**src/rtl/regf_wb_seq.sv**
```systemverilog
// regf_wb_seq: write-back sequencer for the register file's single write port.
// ALU results always win the port. Formatted load responses bypass straight
// to the port when it is free and nothing is queued, otherwise they wait in
// a small in-order FIFO. A pending-load scoreboard lets decode stall on
// load-use hazards.
module regf_wb_seq #(
  parameter int LD_FIFO_DEPTH = 4,
  parameter int XLEN          = 32
) (
  input  logic            clk,
  input  logic            rst,
  input  logic            alu_wr_en,
  input  logic [4:0]      alu_rd,
  input  logic [XLEN-1:0] alu_value,
  input  logic            ld_valid,
  output logic            ld_ready,
  input  logic [4:0]      ld_rd,
  input  logic [2:0]      ld_funct3,
  input  logic [1:0]      ld_addr_lo,
  input  logic [XLEN-1:0] ld_rdata,
  input  logic            ld_issue,
  input  logic [4:0]      ld_issue_rd,
  output logic [31:0]     busy_mask,
  output logic            write_regf_en_r,
  output logic [4:0]      addr_rd_r,
  output logic [XLEN-1:0] rd_value_
);

  localparam int PW = $clog2(LD_FIFO_DEPTH);
  localparam int CW = PW + 1;
  localparam logic [CW-1:0] DEPTH_C = CW'(LD_FIFO_DEPTH);
  localparam int EW = 5 + XLEN;

  // Byte/half lane extraction and extension for RISC-V load widths.
  // Unused funct3 encodings fall back to a full word.
  function automatic logic [XLEN-1:0] fmt_load(input logic [2:0] f3,
                                               input logic [1:0] lo,
                                               input logic [XLEN-1:0] w);
    logic [7:0]  b;
    logic [15:0] h;
    logic [XLEN-1:0] r;
    case (lo)
      2'd0:    b = w[7:0];
      2'd1:    b = w[15:8];
      2'd2:    b = w[23:16];
      default: b = w[31:24];
    endcase
    h = lo[1] ? w[31:16] : w[15:0];
    case (f3)
      3'b000:  r = {{(XLEN-8){b[7]}}, b};
      3'b001:  r = {{(XLEN-16){h[15]}}, h};
      3'b100:  r = {{(XLEN-8){1'b0}}, b};
      3'b101:  r = {{(XLEN-16){1'b0}}, h};
      default: r = w;
    endcase
    return r;
  endfunction

  logic [EW-1:0]   fifo_mem [LD_FIFO_DEPTH];
  logic [PW-1:0]   wr_ptr_q, wr_ptr_d;
  logic [PW-1:0]   rd_ptr_q, rd_ptr_d;
  logic [CW-1:0]   count_q, count_d;
  logic            ld_ready_q, ld_ready_d;
  logic [31:0]     busy_q, busy_d;
  logic            wr_en_q, wr_en_d;
  logic [4:0]      wr_rd_q, wr_rd_d;
  logic [XLEN-1:0] wr_val_q, wr_val_d;

  logic            fifo_empty;
  logic            ld_accept;
  logic            push;
  logic            pop;
  logic [XLEN-1:0] ld_fmt;
  logic [4:0]      head_rd;
  logic [XLEN-1:0] head_val;
  logic [31:0]     set_mask;
  logic [31:0]     clr_mask;

  assign fifo_empty = (count_q == '0);
  assign ld_accept  = ld_valid & ld_ready_q;
  assign ld_fmt     = fmt_load(ld_funct3, ld_addr_lo, ld_rdata);
  assign head_rd    = fifo_mem[rd_ptr_q][EW-1:XLEN];
  assign head_val   = fifo_mem[rd_ptr_q][XLEN-1:0];

  assign ld_ready        = ld_ready_q;
  assign busy_mask       = busy_q;
  assign write_regf_en_r = wr_en_q;
  assign addr_rd_r       = wr_rd_q;
  assign rd_value_       = wr_val_q;

  // Port arbitration (ALU > FIFO head > bypass), FIFO bookkeeping, scoreboard.
  always_comb begin
    wr_en_d  = 1'b0;
    wr_rd_d  = wr_rd_q;
    wr_val_d = wr_val_q;
    pop      = 1'b0;
    push     = 1'b0;
    clr_mask = '0;
    set_mask = '0;

    if (alu_wr_en) begin
      // x0 is never presented enabled: the register file forwards on address match.
      wr_en_d  = (alu_rd != 5'd0);
      wr_rd_d  = alu_rd;
      wr_val_d = alu_value;
      push     = ld_accept;
    end else if (!fifo_empty) begin
      pop      = 1'b1;
      wr_en_d  = (head_rd != 5'd0);
      wr_rd_d  = head_rd;
      wr_val_d = head_val;
      if (head_rd != 5'd0) clr_mask[head_rd] = 1'b1;
      // A new load must queue behind older entries to keep order.
      push     = ld_accept;
    end else if (ld_accept) begin
      wr_en_d  = (ld_rd != 5'd0);
      wr_rd_d  = ld_rd;
      wr_val_d = ld_fmt;
      if (ld_rd != 5'd0) clr_mask[ld_rd] = 1'b1;
    end

    if (ld_issue && (ld_issue_rd != 5'd0)) set_mask[ld_issue_rd] = 1'b1;
    // Set wins over a same-cycle clear of the same bit.
    busy_d = (busy_q & ~clr_mask) | set_mask;

    wr_ptr_d   = push ? wr_ptr_q + PW'(1) : wr_ptr_q;
    rd_ptr_d   = pop  ? rd_ptr_q + PW'(1) : rd_ptr_q;
    count_d    = count_q + CW'(push) - CW'(pop);
    ld_ready_d = (count_d < DEPTH_C);
  end

  // State registers; reset drops queued loads and pending scoreboard bits.
  always_ff @(posedge clk or negedge rst) begin
    if (!rst) begin
      wr_ptr_q   <= '0;
      rd_ptr_q   <= '0;
      count_q    <= '0;
      ld_ready_q <= 1'b0;
      busy_q     <= '0;
      wr_en_q    <= 1'b0;
      wr_rd_q    <= '0;
      wr_val_q   <= '0;
    end else begin
      wr_ptr_q   <= wr_ptr_d;
      rd_ptr_q   <= rd_ptr_d;
      count_q    <= count_d;
      ld_ready_q <= ld_ready_d;
      busy_q     <= busy_d;
      wr_en_q    <= wr_en_d;
      wr_rd_q    <= wr_rd_d;
      wr_val_q   <= wr_val_d;
    end
  end

  // FIFO storage; contents are meaningless while count is zero, so no reset.
  always_ff @(posedge clk) begin
    if (push) fifo_mem[wr_ptr_q] <= {ld_rd, ld_fmt};
  end

endmodule
```
**config.mk**
```make
export PLATFORM = sky130hd
export DESIGN_NAME = regf_wb_seq
export DESIGN_NICKNAME = d
export VERILOG_FILES = /design/src/rtl/regf_wb_seq.sv
export SDC_FILE = /design/constraint.sdc
export NUM_CORES = 1
export LEC_CHECK = 0
export ABC_AREA = 1
export BUFFER_PORTS_ARGS = -buffer_cell sky130_fd_sc_hd__buf_2
export CAP_MARGIN = 10
export CORE_ASPECT_RATIO = 0.75
export CORE_MARGIN = 5
export CORE_UTILIZATION = 55
export DETAILED_ROUTE_END_ITERATION = 8
export GPL_ROUTABILITY_DRIVEN = 0
export PLACE_DENSITY = 0.73
export SLEW_MARGIN = 20
export SYNTH_ARGS = -nofsm -noshare
export SYNTH_HDL_FRONTEND = slang
export SYNTH_SLANG_ARGS = --single-unit
```
**constraint.sdc**
```tcl
create_clock -name clk -period 3.4 [get_ports clk]
set_clock_uncertainty 0.2 [all_clocks]
set_input_delay 0.51 -clock clk [delete_from_list [all_inputs] [get_ports clk]]
set_output_delay 0.51 -clock clk [all_outputs]
set_load 0.02 [all_outputs]
```
=== Yosys cells after proc, flatten, opt, wreduce, memory -nomap -nowiden ===
Memory sizes are Yosys's and may differ from the RTL's.
Index checks and enable logic that the tools add are counted.
Widths: inputs -> output; s select.

* Eq/ne operators: 6
* Order comparisons: 7
* Reduce and logical (&&, ||, !) cells: 11
* Bitwise gates (word level): 4
* Add/subtract/negate cells: 4
* Mux-type cells: 30

{| class="wikitable"
|+ Operators by type and width
! operator !! count
|-
| $mux 32 || 9
|-
| $pmux 32 s4 || 1
|-
| $and 32x32->32 || 1
|-
| $not 32->32 || 1
|-
| $or 32x32->32 || 1
|-
| $pmux 8 s3 || 1
|-
| $reduce_bool 5->1 || 4
|-
| $lt 5x6->1 const B || 3
|-
| $mux 16 || 1
|-
| $demux 1 s5 || 3
|-
| $ge 5x1->1 const B || 3
|-
| $mux 5 || 3
|-
| $mux 1 || 12
|-
| $eq 3x3->1 const B || 2
|-
| $logic_not 3->1 || 2
|-
| $add 2x1->2 const B || 2
|-
| $logic_and 1x1->1 || 4
|-
| $add 3x1->3 || 1
|-
| $eq 3x1->1 const B || 1
|-
| $lt 3x3->1 const B || 1
|-
| $ne 3x2->1 const B || 1
|-
| $sub 3x1->3 || 1
|-
| $eq 2x1->1 const B || 1
|-
| $eq 2x2->1 const B || 1
|-
| other kinds (2) || 2
|}

* Memories: 1
* Word-level logic and storage cells: 71
* Output and inout bits: 71
* Input bits: 89
* Bits in registers: 78
* Memory bits (writable): 148

{| class="wikitable"
|+ Memories
! name !! words !! bits a word !! read ports !! clocked after memory_dff !! write ports !! RTL line !! RTL
|-
| fifo_mem || 4 || 37 || 1 || 0 || 1 || 59 || <nowiki>logic [EW-1:0] fifo_mem [LD_FIFO_DEPTH];</nowiki>
|}

=== Longest topological paths before layout ===
Gate-level depths: netlist of run 1.

* Depth in word-level cells: 11
* Depth in mapped cells: 14
* Mapped depth without buffers: 13

=== Worst setup path after synthesis of run 1 ===
OpenSTA, ideal clock, no wires.

* Kind: input to register
* Start point: input port ld_valid
* End point: memory fifo_mem[0][0] (netlist name), enable pin
* Buffers on the path: 0
* Stages on the path: 4
* Setup slack: 0.228 ns
* Setup time: 0.431 ns
* Data arrival time: 2.540 ns
* Cells stage by stage: nand2_1 inv_1 nand2_1 nor2_1

* Cells in the longest elaborated chain, start to end: 5

{| class="wikitable"
|+ Ends and longest elaborated chain
! what !! RTL line !! RTL
|-
| start: declaration || 15 || <nowiki>input logic ld_valid,</nowiki>
|-
| $and 1x1->1 * || 80 || <nowiki>assign ld_accept = ld_valid & ld_ready_q;</nowiki>
|-
| $mux 1 || 107 || <nowiki>end else if (!fifo_empty) begin</nowiki>
|-
| $mux 1 * || 101 || <nowiki>if (alu_wr_en) begin</nowiki>
|-
| $mux 1 * || 157 || <nowiki>if (push) fifo_mem[wr_ptr_q] <= {ld_rd, ld_fmt};</nowiki>
|-
| $mux 1 (not written as such) * || 157 ||
|-
| end: declaration || 59 ||
|}

Mark *: on every way between the ends. The rest lies on a longest branch, timed or not.

=== Worst setup path after layout of run 1 ===
* Start point: register count_q[1]
* End point: register count_q[2]

* Cells in the longest elaborated chain, start to end: 5
* Elaborated cells on any way between the ends: 7
* Those cells by class: add/sub: 2; mux: 4; reduce/logical: 1

{| class="wikitable"
|+ Ends and longest elaborated chain
! what !! RTL line !! RTL
|-
| start: declaration || 62 || <nowiki>logic [CW-1:0] count_q, count_d;</nowiki>
|-
| start signal: assignment || 146 || <nowiki>count_q <= count_d;</nowiki>
|-
| $logic_not 3->1 || 79 || <nowiki>assign fifo_empty = (count_q == '0);</nowiki>
|-
| $mux 1 || 107 ||
|-
| $mux 1 || 101 ||
|-
| $add 3x1->3 || 128 || <nowiki>count_d = count_q + CW'(push) - CW'(pop);</nowiki>
|-
| $sub 3x1->3 * || 128 ||
|-
| named net count_d[2] || 62 ||
|}

The timed path passes the listed nets; every way through them passes the cells marked *.
A chain may end at the register's enable or synchronous reset.

==> results of run 1 <==
## cell usage in the layout, fill, tap and decap left out, drive strengths merged, types with 2 or more instances in the layout
master    Yosys  layout
a21boi       10      10
a21oi        80      80
a31oi         2       2
buf          38     180
clkbuf       20      34
clkinv        0       4
clkinvlp      0       2
dfrtp        78      78
edfxtp      148     148
ha            6       6
inv          68      68
nand2       280     280
nand3        90      90
nand4         6       6
nor2        155     155
nor3         12      12
o211ai       12      12
o21a          8       8
o21ai       136     136
or2           2       2
xor2          4       4
## cells in the mapped netlist (2+ instances only)
cell type,count,area [µm²]
nand2_1,271,1020
nor2_1,149,559
edfxtp_1,148,4440
o21ai_0,118,591
nand3_1,90,450
a21oi_1,79,395
dfrtp_1,78,1950
inv_1,58,218
buf_2,23,115
clkbuf_1,19,71.3
o21ai_1,18,90.1
nor3_1,11,55.1
o211ai_1,11,82.6
a21boi_0,10,75.1
inv_2,10,37.5
buf_4,9,67.6
nand2_2,8,50.1
o21a_1,8,60.1
ha_1,6,75.1
nand4_1,6,37.5
buf_6,4,45.0
nor2_4,4,45.0
xor2_1,4,35.0
a31oi_1,2,12.5
buf_1,2,7.51
or2_2,2,12.5
## routing by layer
metal	vias to the layer above	wire (µm)	track usage, %
met5	-	0	0
met4	0	595	5.12
met3	55	2670	4.05
met2	439	13000	38.3
met1	4195	13200	41.0
li1	4239	-	-
## layout make-up
type                       instances  area share [%]
timing repair buffer             181            8.14
inverter                          68            2.05
tap                              253            2.54
multi-input combinational        808            30.6
clock inverter                     6           0.271
clock buffer                      34            5.11
sequential                       226            51.3
## path summary, 6_finish.rpt
| check | from | endpoint | cells after the start | slack [ns] |
|---|---|---|---|---|
| max | count_q[1] | count_q[2] | 13 | 0.62 |
| min | alu_rd[1] | addr_rd_r[1] | 3 | 0.09 |
| max reg2reg | count_q[1] | count_q[2] | 13 | 0.62 |
| min reg2reg | busy_mask[0] | busy_mask[0] | 0 | 0.17 |
| max in group asynchronous | rst | rd_value_[13] | 3 | 1.91 |
| min in group asynchronous | rst | busy_mask[13] | 2 | 0.33 |
## logic make-up after synthesis
logic type | count (synthesis)
buffers and inverters | 126
AOI/OAI and AO/OA | 251
and+or+nand+nor | 546
xor gates and xnor gates | 4
adders and majority gates | 7
DFF | 226
## tightest hold or removal path, delay by kind of cell
kind	cells	cell delay [ns]
AO/OA/AOI/OAI	1	0.08
AND/OR/NAND/NOR	1	0.06
buffers and inverters	1	0.11
## registers in the layout, indices dropped and copies added (netlist names)
name / flops
addr_rd_r: 5
busy_mask: 32
count_q: 3
fifo_mem: 148
ld_ready: 1
rd_ptr_q: 2
rd_value_: 32
wr_ptr_q: 2
write_regf_en_r: 1
## power breakdown
group          total, W  leakage (nW)  switching (W)  internal [W]
clock           0.00229         0.322        0.00100       0.00129
sequential      0.00400          2.29       0.000311       0.00369
combinational   0.00391          2.74        0.00273       0.00118
## per-stage QoR
stage          cell area [µm²]  cells  hold WS (ns)  util (%)
6_report                 12500   1576        0.0877      64.7
5_1_grt                  12500   1576         0.104      64.7
3_3_place_gp             11800   1535         0.161      61.2
2_1_floorplan            10800   1160        0.0144         -
3_5_place_dp             11800   1535         0.168      61.2
4_1_cts                  12500   1576        0.0700      64.7
==> summary.txt, run 1 <==
Crit path max fanout = 15
Num rows = 44
Synthesized Nets = 1256
Final Hold Vio Count = 0
Initial Utilization = 55.8%
Synth Area in Compound Gates = 12.7%
Hold crit path type = in -> reg
Final wirelength = 29500 µm
Full die area = 0.0225 mm²
All-Layer GR Usage = 25.9%
Final Setup Violations = 0
Max Slew Vio Count = 0
Total congestion overflow = 0
Post-synthesis mux area share = 0%
Nets = 1403
Area share of fa/ha/maj cells after synthesis = 0.884%
Arrival time at the worst endpoint = 2.96 ns
CP startpoint kind = register
Leakage power = 5.34 nW
I/O pins = 160
Worst endpoint required time = 3.58 ns
Post-synthesis sequential area ratio = 59.5%
Setup_tns = 0 ns
Max frequency = 360 MHz
Cells along the critical path = nor2_1, nand2_2, nor2_8, inv_2, nand2_1, ha_1, inv_1, ha_1, inv_1, fa_1, xor2_1, xor2_1, inv_1
Multi-input logic area = 0.00382 mm²
Post-route minimum period = 2.78 ns
Diodes inserted = 0
Largest stage delay, worst path = 0.41 ns
RSZ-0062 raised after global routing = false
Pwr Density = 818 mW/mm²
# fillers = 1554
Yosys warns = 0
Clock sink count = 226
Worst-path clk slew = 0.06 ns
Setup ws final = 0.621 ns
Layout cells sized above 1 = 18.5%
Layout Area Growth over Synthesis = 16.0%
Cell count after synthesis = 1160
Crit Path Class = reg -> reg
Register area = 0.00640 mm²
Vias per Instance = 5.66
Main synth FF type = edfxtp_1
CTS tree = built
Critical path buffers and inverters = 4
1st-iter DRT viols = 955
Number of synthesized register bits = 226
Initial DRT Pass Iterations = 6
Mapped cell area = 0.0108 mm²
Max clock buf depth = 3
Delay-heaviest family, CP = adder cells
H-tree levels = 1
Die width = 171 µm
Die extent in y = 131 µm
Via count = 8928
VDD IR-drop max = 0.461 mV
Largest family of logic cells by synthesized area = simple AND/OR/NAND/NOR gates
Vias in the first global route = 8268
Global-route wire length before repair = 45700 µm
Post-DRT Antenna Nets = 0
Clk root buf = clkbuf_16
Top cell by count, worst path = inv_1
Simple-gate portion of the synthesized area = 21.3%
CTS-repair resized insts = 0
Largest net degree at the start of global routing = 70
Avg WL per Cell = 18.7 µm
CTS buffer count = 22
EDFF count, synth = 148
Initial antenna violation count = 0
Skew-Pair Late Insertion Delay = 0.50 ns
Xor and xnor area share after synthesis = 0.326%
Postcts setup bufs = 0
Average cell area after synthesis = 9.27 µm²
Synth unique cells = 38
Max-Cap Viols = 0
Port bufs = 159
Asr flop ratio synth = 34.5%
DP Wirelength = 20600 µm
Final Cycle Share = 81.7%
Critical Path Slowest Stage Cell = dfrtp_1
Pre-CTS setup slack = 0.485 ns
CP endpoint kind = register
Worst slew margin = 50.7%
CORE AREA = 0.0193 mm²
Hold-fix buffers, CTS = 1
Worst-margin pin slew = 0.740 ns
Status = completed
Drc violations = 0
Total power = 0.0102 W
No activity file was read; power rests on OpenSTA's default activity.
==> run 2, diff against run 1 <==
--- a/config.mk
+++ b/config.mk
@@ -5,7 +5,7 @@
 export SDC_FILE = /design/constraint.sdc
 export NUM_CORES = 1
 export LEC_CHECK = 0
-export ABC_AREA = 1
+export ABC_AREA = 0
 export BUFFER_PORTS_ARGS = -buffer_cell sky130_fd_sc_hd__buf_2
 export CAP_MARGIN = 10
 export CORE_ASPECT_RATIO = 0.75
@@ -13,7 +13,7 @@
 export CORE_UTILIZATION = 55
 export DETAILED_ROUTE_END_ITERATION = 8
 export GPL_ROUTABILITY_DRIVEN = 0
-export PLACE_DENSITY = 0.73
+export PLACE_DENSITY = 0.74
 export SLEW_MARGIN = 20
 export SYNTH_ARGS = -nofsm -noshare
 export SYNTH_HDL_FRONTEND = slang
==> constraint.sdc (replaced) <==
create_clock -name clk -period 2.8 [get_ports clk]
set_clock_uncertainty 0.2 [all_clocks]
set_input_delay 0.42 -clock clk [delete_from_list [all_inputs] [get_ports clk]]
set_output_delay 0.42 -clock clk [all_outputs]
set_load 0.02 [all_outputs]
==> summary.txt, run 2 <==
Drc violations = 0 (unchanged)
I/O pins = 160 (unchanged)
Count leader, synth = edfxtp_1 (was nand2_1)
Depth of the most critical reg-to-reg path = 11 (was 13)
Pwr Density = 979 mW/mm² (was 818 mW/mm²)
Avg WL per Cell = 23.0 µm (was 18.7 µm)
Arrival time at the worst endpoint = 2.75 ns (was 2.96 ns)
Post-synth top cells = 148 x edfxtp_1, 124 x nand2_1, 78 x dfrtp_1, 48 x o221ai_1, 43 x a21oi_1 (was 271 x nand2_1, 149 x nor2_1, 148 x edfxtp_1, 118 x o21ai_0, 90 x nand3_1)
# fillers = 1301 (was 1554)
Number of synthesized register bits = 226 (unchanged)
Top cell by count, worst path = inv_1 (unchanged)
Asr flop ratio synth = 34.5% (unchanged)
Post-DRT Antenna Nets = 0 (unchanged)
Max clock buf depth = 3 (unchanged)
Total congestion overflow = 0 (unchanged)
Layout cells sized above 1 = 27.2% (was 18.5%)
Synth area leader = edfxtp_1 (unchanged)
CTS tree = built (unchanged)
Max frequency = 390 MHz (was 360 MHz)
Max-Cap Viols = 0 (unchanged)
Initial antenna violation count = 1 (was 0)
Average cell area after synthesis = 12.8 µm² (was 9.27 µm²)
Yosys warns = 0 (unchanged)
Clock sink count = 226 (unchanged)
Max reg flops = 148 (unchanged)
Cells along the critical path = nor4_2, nor2_1, inv_1, ha_1, inv_1, ha_1, inv_1, fa_1, xnor2_1, xnor2_1, inv_1 (was nor2_1, nand2_2, nor2_8, inv_2, nand2_1, ha_1, inv_1, ha_1, inv_1, fa_1, xor2_1, xor2_1, inv_1)
Die width = 168 µm (was 171 µm)
Crit Path Class = reg -> reg (unchanged)
Post-synthesis sequential area ratio = 62.3% (was 59.5%)
Synthesized Nets = 899 (was 1256)
Leakage power = 4.95 nW (was 5.34 nW)
Total power = 0.0121 W (was 0.0102 W)
Final instance area = 0.0124 mm² (was 0.0125 mm²)
Hold_ws = 0.00921 ns (was 0.0877 ns)
Largest Register = fifo_mem (unchanged)
Setup_tns = 0 ns (unchanged)
Die extent in y = 128 µm (was 131 µm)
RSZ-0062 raised after global routing = false (unchanged)
Mapped cell area = 0.0103 mm² (was 0.0108 mm²)
Post-route minimum period = 2.56 ns (was 2.78 ns)
Final Hold Vio Count = 0 (unchanged)
Most frequent cells in the layout = 158 x buf_2, 148 x edfxtp_1, 124 x nand2_1 (was 271 x nand2_1, 158 x buf_2, 148 x edfxtp_1)
All-Layer GR Usage = 26.5% (was 25.9%)
Initial DRT Pass Iterations = 7 (was 6)
Crit path max fanout = 6 (was 15)
1st-iter DRT viols = 1111 (was 955)
Nets = 1091 (was 1403)
Worst endpoint required time = 2.99 ns (was 3.58 ns)
CP startpoint kind = register (unchanged)
CP endpoint kind = register (unchanged)
Main synth FF type = edfxtp_1 (unchanged)
Most common cell after layout, fill and taps aside = buf_2 (was nand2_1)
Worst-margin pin slew = 0.823 ns (was 0.740 ns)
Hold crit path type = in -> reg (unchanged)
Initial Utilization = 55.8% (about the same)
Global-route wire length before repair = 44800 µm (was 45700 µm)
EDFF count, synth = 148 (unchanged)
Vias per Instance = 6.28 (was 5.66)
Skew-Pair Late Insertion Delay = 0.50 ns (about the same)
Full die area = 0.0215 mm² (was 0.0225 mm²)
Main area contributors after synthesis = edfxtp_1 43%, dfrtp_1 19%, mux4_2 8.3% (was edfxtp_1 41%, dfrtp_1 18%, nand2_1 9.5%)
CORE AREA = 0.0184 mm² (was 0.0193 mm²)
Status = completed (unchanged)
Hold-fix buffers, CTS = 25 (was 1)
Vias in the first global route = 7710 (was 8268)
Postcts setup bufs = 0 (unchanged)
Clk root buf = clkbuf_16 (unchanged)
Port bufs = 159 (unchanged)
Cell count after synthesis = 803 (was 1160)
DP Wirelength = 20000 µm (was 20600 µm)
Hold path depth = 3 (unchanged)
Area post-placement = 0.0115 mm² (was 0.0118 mm²)
Worst-path clk slew = 0.06 ns (about the same)
VDD IR-drop max = 0.491 mV (was 0.461 mV)
Final Cycle Share = 91.6% (was 81.7%)
Layout Area Growth over Synthesis = 20.8% (was 16.0%)
Largest stage delay, worst path = 0.48 ns (was 0.41 ns)
Largest net degree at the start of global routing = 79 (was 70)
CTS buffer count = 22 (unchanged)
Num rows = 43 (was 44)
Max Slew Vio Count = 0 (unchanged)
Critical Path Slowest Stage Cell = dfrtp_1 (unchanged)
Worst slew margin = 45.0% (was 50.7%)
Setup ws final = 0.235 ns (was 0.621 ns)
Post-synth top area share = 43.3% (was 41.3%)
H-tree levels = 1 (unchanged)
CTS-repair resized insts = 0 (unchanged)
Via count = 7910 (was 8928)
Pre-CTS setup slack = 0.199 ns (was 0.485 ns)
Synth unique cells = 55 (was 38)
Final Setup Violations = 0 (unchanged)
Final wirelength = 28900 µm (was 29500 µm)
## run 2: cell types whose count changed after synthesis, sizes merged, moves of 16 or more
| cell | change |
|---|---|
| nand2 | -156 |
| nor2 | -118 |
| o21ai | -103 |
| nand3 | -84 |
| o221ai | +48 |
| inv | -42 |
| mux4 | +38 |
| a21oi | -36 |
| and3 | +26 |
| buf | -21 |
| clkbuf | +16 |
| o22ai | +16 |
## run 2: cells by family after synthesis
group	after synthesis	synth area share, %
AO/OA/AOI/OAI	177	11.7
XOR/XNOR	5	0.426
adder cells (fa/ha/maj)	7	0.926
buffers and inverters	79	3.11
flip-flops	226	62.3
multiplexers	47	9.25
AND/OR/NAND/NOR	262	12.3
## run 2: path summary, 6_finish.rpt
kind                               from            end  slack, ns
min                         ld_rdata[3]   rd_value_[3]      0.009
max in group asynchronous           rst  rd_value_[28]       1.70
min reg2reg                busy_mask[0]   busy_mask[0]       0.18
max reg2reg                  count_q[1]       ld_ready       0.24
min in group asynchronous           rst  busy_mask[15]       0.29
max                          count_q[1]       ld_ready       0.24
## run 2: where the power goes
group | total, W | internal (W) | switching [W]
logic | 0.00445 | 0.00174 | 0.00270
registers | 0.00489 | 0.00443 | 0.000462
clock network | 0.00280 | 0.00161 | 0.00119
## run 2: layout make-up
class	count	area, µm²	area share (%)
well taps	247	309	2.49
clock inverters	7	61.3	0.494
flip-flops and latches	226	6400	51.6
repair buffers	221	1350	10.9
diodes	2	5.00	0.0404
clock buffers	33	613	4.94
multi-input cells	498	3570	28.8
inverters	26	97.6	0.787
## run 2: worst max-delay path: cells and delay by family, from the launching register on
kind | cells | cell delay, ns
xor gates and xnor gates | 2 | 0.34
adders and majority gates | 3 | 0.73
buffers and inverters | 4 | 0.25
DFF | 1 | 0.48
and+or+nand+nor | 2 | 0.48
## run 2: per-layer routing
metal / wire length, µm / global-route usage, %
met5: 0 / 0
met4: 507 / 5.06
met3: 3530 / 7.77
met2: 12400 / 37.2
met1: 12500 / 41.8
## run 2: through the flow
step / instances / util [%]
6_report: 1260 / 67.4
5_1_grt: 1259 / 67.4
4_1_cts: 1258 / 67.4
3_5_place_dp: 1193 / 62.3
3_3_place_gp: 1193 / 62.3
2_1_floorplan: 803 / -
